===== config.mk =====
export PLATFORM = sky130hd
export DESIGN_NAME = tile_rom_arbiter
export DESIGN_NICKNAME = d
export VERILOG_FILES = /design/src/rtl/tile_arb_pkg.sv /design/src/rtl/tile_rom_arbiter.sv
export SDC_FILE = /design/constraint.sdc
export NUM_CORES = 1
export LEC_CHECK = 0
export CAP_MARGIN = 25
export CORE_MARGIN = 2
export CORE_UTILIZATION = 41
export CTS_CLUSTER_SIZE = 14
export DETAILED_ROUTE_END_ITERATION = 6
export GPL_TIMING_DRIVEN = 0
export PLACE_DENSITY = 0.88
export SYNTH_ARGS = -nofsm -noshare
export SYNTH_HDL_FRONTEND = slang
export SYNTH_SLANG_ARGS = --single-unit

===== constraint.sdc =====
create_clock -name vga_clk -period 2.25 [get_ports vga_clk]
set_input_delay 0.3375 -clock vga_clk [delete_from_list [all_inputs] [get_ports vga_clk]]
set_output_delay 0.3375 -clock vga_clk [all_outputs]
set_load 0.05 [all_outputs]

===== src/rtl/tile_arb_pkg.sv =====
// -----------------------------------------------------------------------------
// tile_arb_pkg
// Shared types and constants for the tile ROM arbiter.
//   arb_state_t  : arbiter states (IDLE / ISSUE / RETURN)
//   TILE_W/H     : tile geometry in pixels
//   DEF_ADDR_W   : default ROM address width (one 32x32 tile)
//   DEF_PIX_W    : default palette index width
// -----------------------------------------------------------------------------
package tile_arb_pkg;

  localparam int TILE_W     = 32;
  localparam int TILE_H     = 32;
  localparam int DEF_ADDR_W = $clog2(TILE_W * TILE_H);
  localparam int DEF_PIX_W  = 4;

  typedef enum logic [1:0] {
    IDLE,
    ISSUE,
    RETURN
  } arb_state_t;

endpackage


===== src/rtl/tile_rom_arbiter.sv =====
// -----------------------------------------------------------------------------
// tile_rom_arbiter
// Shares one synchronous single-port tile ROM between the display path and a
// game-logic requester. The display owns the ROM during the visible region
// (blank high); a pending game request is served at once during blanking, or
// steals one display cycle after waiting MAX_WAIT visible cycles.
//
// Ports:
//   vga_clk      clock, everything updates on posedge
//   reset        synchronous, active-high
//   blank        1 = visible region, 0 = blanking
//   disp_addr    display ROM address (new every cycle)
//   disp_q       palette index for disp_addr two cycles earlier
//   disp_hold    disp_q is a repeat caused by a stolen cycle
//   gl_req       game request (level, held until gl_ack)
//   gl_addr      game address, stable while gl_req high
//   gl_ack       one-cycle pulse, gl_addr is on the ROM this cycle
//   gl_valid     one-cycle pulse, gl_q holds the game word
//   gl_q         ROM word for the accepted gl_addr
//   rom_address  ROM address (combinational mux)
//   rom_q        ROM data, valid one cycle after the address
// -----------------------------------------------------------------------------
module tile_rom_arbiter
  import tile_arb_pkg::*;
#(
  parameter int ADDR_W   = DEF_ADDR_W,
  parameter int PIX_W    = DEF_PIX_W,
  parameter int MAX_WAIT = 64
) (
  input  logic              vga_clk,
  input  logic              reset,
  input  logic              blank,
  input  logic [ADDR_W-1:0] disp_addr,
  output logic [PIX_W-1:0]  disp_q,
  output logic              disp_hold,
  input  logic              gl_req,
  input  logic [ADDR_W-1:0] gl_addr,
  output logic              gl_ack,
  output logic              gl_valid,
  output logic [PIX_W-1:0]  gl_q,
  output logic [ADDR_W-1:0] rom_address,
  input  logic [PIX_W-1:0]  rom_q
);

  localparam int                WAIT_W    = $clog2(MAX_WAIT + 1);
  localparam logic [WAIT_W-1:0] WAIT_LAST = WAIT_W'(MAX_WAIT - 1);

  arb_state_t        state;
  logic [WAIT_W-1:0] wait_cnt;
  logic [1:0]        steal_tag;  // [0]: rom_q holds a stolen word, [1]: disp_q repeated
  logic              grant;

  // Accept in IDLE: immediately during blanking, or once the wait budget is spent.
  assign grant = (state == IDLE) && gl_req && (!blank || (wait_cnt == WAIT_LAST));

  // The game address owns the ROM only for the single ISSUE cycle.
  assign rom_address = (state == ISSUE) ? gl_addr : disp_addr;

  // The second tag stage is itself a flop, so disp_hold stays registered.
  assign disp_hold = steal_tag[1];

  // NOTE: all state here uses non-blocking assignments so every flop samples
  // the pre-edge value of every other flop, regardless of statement order.
  always_ff @(posedge vga_clk) begin
    if (reset) begin
      state     <= IDLE;
      wait_cnt  <= '0;
      steal_tag <= '0;
      disp_q    <= '0;
      gl_ack    <= 1'b0;
      gl_valid  <= 1'b0;
      gl_q      <= '0;
    end else begin
      unique case (state)
        IDLE:    if (grant) state <= ISSUE;
        ISSUE:   state <= RETURN;
        RETURN:  state <= IDLE;
        default: state <= IDLE;
      endcase

      gl_ack   <= grant;
      gl_valid <= (state == RETURN);
      if (state == RETURN) gl_q <= rom_q;

      // Waiting accrues only while visible; blanking freezes it, a withdrawn
      // or granted request starts the budget over.
      if (!gl_req || grant) begin
        wait_cnt <= '0;
      end else if ((state == IDLE) && blank && (wait_cnt != WAIT_LAST)) begin
        wait_cnt <= wait_cnt + 1'b1;
      end

      // Only a visible-region ISSUE costs the display a pixel.
      steal_tag <= {steal_tag[0], (state == ISSUE) && blank};

      // rom_q carries the game word in the stolen slot; repeat the last pixel.
      if (!steal_tag[0]) disp_q <= rom_q;
    end
  end

endmodule


==> results.sh, run 1 <==
export IMPL_drive_above_1_share_pct=17.3
export IMPL_report_power_total_mw=0.759
export IMPL_hold_violations=0
export IMPL_root_buffer="clkbuf_4"
export IMPL_tightestPinTransition_ns=0.504
export IMPL_drv_cap=0
export IMPL_intPower_mw=0.534
export IMPL_syn_inst=98
export IMPL_leakage_nw=0.551
export IMPL_die_w_microns=51.5
export IMPL_clkTransAtPathRegs_ns=0.11
export IMPL_wl_microns=2500
export IMPL_vias=889
export IMPL_grt_pass1_wl_microns=3970
export IMPL_syn_area_per_cell_sq_um=9.42
export IMPL_worstSetupPathType="reg -> out"
export IMPL_max_vdd_ir_drop_uv=262
export IMPL_postCtsSetupBuffers=0
export IMPL_status="finished, final reports clean"
export IMPL_synthesis_nets=127
export IMPL_ys_types=28
export IMPL_slew_violations=0
export IMPL_yosysTopAreaCellShare_pct=45.5
export IMPL_synth_seq_cells=21
export IMPL_io_pin_count=49
export IMPL_core_area_sq_um=2170
export IMPL_placed_cell_area_sq_um=1440
export IMPL_power_frac_seq_pct=50.9
export IMPL_area_growth_pct=53.3
export IMPL_hold_path_class="reg -> reg"
export IMPL_path_max_fanout=10
export IMPL_drc=0
export IMPL_grt_remaining_overflow=0
export IMPL_start_util_pct=42.6
export IMPL_grt_start_max_net_pins=12
export IMPL_pwr_share_comb_pct=26.2
export IMPL_place_hpwl_microns=2010
export IMPL_htree_levels=1
export IMPL_clk_latency_ns=0.30
export IMPL_clock_path_buffers=2
export IMPL_dr_pass1_iters=4
export IMPL_slowest_delay_ns=0.37
export IMPL_layout_setup_ws_ns=0.245
export IMPL_final_area_sq_um=1420
export IMPL_fmax_mhz=499
export IMPL_tns_ns=0
export IMPL_synth_edff_count=0
export IMPL_drt_iter0_drc=12
export IMPL_clockPowerShare_pct=22.9
export IMPL_fin_crit_sh_pct=89.1
export IMPL_nNetsFinal=180
export IMPL_synthTopCellsByArea="dfxtp_1, mux2_2, mux2i_1, nor2_1, nand2_1"
export IMPL_num_rows=17
export IMPL_ant_nets=0
export IMPL_viasPerCell=4.99
export IMPL_synth_largest_area_cell="dfxtp_1"
export IMPL_syn_area_sq_um=923
export IMPL_finClkSkew_ns=0.00238
export IMPL_routabilityCongestion=0.751
export IMPL_switchingPower_mw=0.224
export IMPL_required_ns=1.91
export IMPL_yosys_warnings=0
export IMPL_setup_viol=0
export IMPL_power_per_cell_area_nw_per_um2=536
export IMPL_min_period_ns=2.00
export IMPL_pre_cts_slack_ns=0.112
export IMPL_ys_async_sr_fraction_pct=0
export IMPL_cts_tree="done"
export IMPL_rsz0062_at_grt="no"
export IMPL_die_area_sq_um=2650
export IMPL_die_y_microns=51.5
export IMPL_antenna_found_initial=0
export IMPL_swShare_pct=29.6
export IMPL_startpoint_type="flip-flop"
export IMPL_endpoint_kind="output port"
export IMPL_cp_arrival_ns=1.67
export IMPL_crit_slowest_cell="dfxtp_1"
export IMPL_yosysSeqAreaShare_pct=45.5
export IMPL_slew_headroom_pct=66.3
export IMPL_clkSinkCount=21
export IMPL_numPortBuffers=48
export IMPL_cts_buffers=3
export IMPL_grt_usage_pct=20.3
export IMPL_grt_pass1_vias=884
export IMPL_synth_top_flop_cell="dfxtp_1"
export IMPL_antennaDiodeCount=0
export IMPL_routedWlPerCell_microns=14.1
export IMPL_path_cells="nor2b_1 -> buf_2 -> mux2_2 -> clkbuf_2"
==> state kept, by name, indices dropped and copies added (netlist names) <==
signal     count
wait_cnt       7
gl_q           4
disp_q         4
steal_tag      2
gl_valid       1
state          2
gl_ack         1
==> worst paths after layout <==
check | depth (start not counted) | start | slack [ns] | to
max | 4 | state[0] | 0.25 | rom_address[3]
min | 2 | wait_cnt[6] | 0.46 | wait_cnt[6]
max reg2reg | 5 | wait_cnt[0] | 0.73 | wait_cnt[5]
min reg2reg | 2 | wait_cnt[6] | 0.46 | wait_cnt[6]
==> cell usage after synthesis (2+ instances only) <==
master,n
a21oi_1,4
a31oi_1,2
buf_2,2
clkbuf_1,3
dfxtp_1,21
mux2_2,10
mux2i_1,8
nand2_1,9
nand3_1,4
nor2_1,10
nor2b_1,4
nor3_1,3
o21ai_0,2
or3_1,2
==> critical path: cells and delay by family (launching register included) <==
family | cells | cell delay, ns
buffers and inverters | 2 | 0.48
flip-flops | 1 | 0.37
multiplexers | 1 | 0.37
AND/OR/NAND/NOR | 1 | 0.15
==> per-stage QoR <==
step | utilization (%) | std cells | hold WS (ns)
global route | 65.2 | 178 | 0.486
floorplan | - | 98 | 0.416
CTS | 67.0 | 178 | 0.459
global placement | 66.3 | 174 | 0.425
detailed placement | 66.3 | 174 | 0.442
finish | 65.2 | 178 | 0.460
==> routing by layer <==
metal  share of wire, %  up-vias  track usage (%)
li1                   -      440                -
met1                 39      407             21.7
met2                 54       38             39.3
met3                5.9        4             2.63
met4                1.4        0             7.89
met5                  0        -                0
==> power groups by stage <==
stage	logic, mW	registers [mW]	clock network [mW]
after floorplan	0.0922	0.417	0
after global placement	0.208	0.394	0
after detailed placement	0.211	0.394	0
after CTS	0.203	0.386	0.179
after global routing	0.209	0.387	0.184
final	0.199	0.386	0.174
==> logic make-up (layout without fill, tap and decap cells) <==
logic type | after synthesis | after routing | share of synthesized area (%)
flops | 21 | 21 | 45.5
compound gates | 11 | 11 | 7.18
fa+ha+maj | 1 | 1 | 1.35
mux | 18 | 18 | 20.9
buf+inv | 7 | 59 | 3.12
simple gates | 40 | 40 | 22.0
==> cells in the final DEF (no fill, tap or decap), drive strengths merged, types with 4 or more instances in the layout <==
| master | synthesis | final |
|---|---|---|
| clkdlybuf4s50 | 0 | 38 |
| nand3 | 5 | 5 |
| nor2 | 10 | 10 |
| nand2 | 9 | 9 |
| mux2 | 10 | 10 |
| clkbuf | 3 | 17 |
| dfxtp | 21 | 21 |
| nor2b | 4 | 4 |
| a21oi | 4 | 4 |
| mux2i | 8 | 8 |
==> area by class of cell <==
| class | instances | area [sq um] |
|---|---|---|
| plain buffers | 6 | 25.0 |
| well taps | 28 | 35.0 |
| multi-input cells | 70 | 474 |
| clock buffers | 4 | 26.3 |
| fillers | 188 | 754 |
| inverters | 1 | 3.75 |
| repair buffers | 48 | 430 |
| flip-flops and latches | 21 | 420 |
==> timing repair <==
action | in CTS | in global routing
gates resized for setup | 10 | 20
pin swaps | 0 | 0
hold buffers | 0 | 0
endpoints found under the hold margin | 0 | 0
cloned | 0 | 0
endpoints found under the setup margin | 10 | 10
No activity file was read; power rests on OpenSTA's default activity.
==> run 2, diff against run 1 <==
--- a/config.mk
+++ b/config.mk
@@ -8,7 +8,7 @@
 export CAP_MARGIN = 25
 export CORE_MARGIN = 2
 export CORE_UTILIZATION = 41
-export CTS_CLUSTER_SIZE = 14
+export CTS_CLUSTER_SIZE = 28
 export DETAILED_ROUTE_END_ITERATION = 6
 export GPL_TIMING_DRIVEN = 0
 export PLACE_DENSITY = 0.88
==> results of run 2 <==
The final DEF is identical to that of run 1; final timing and power are the same.
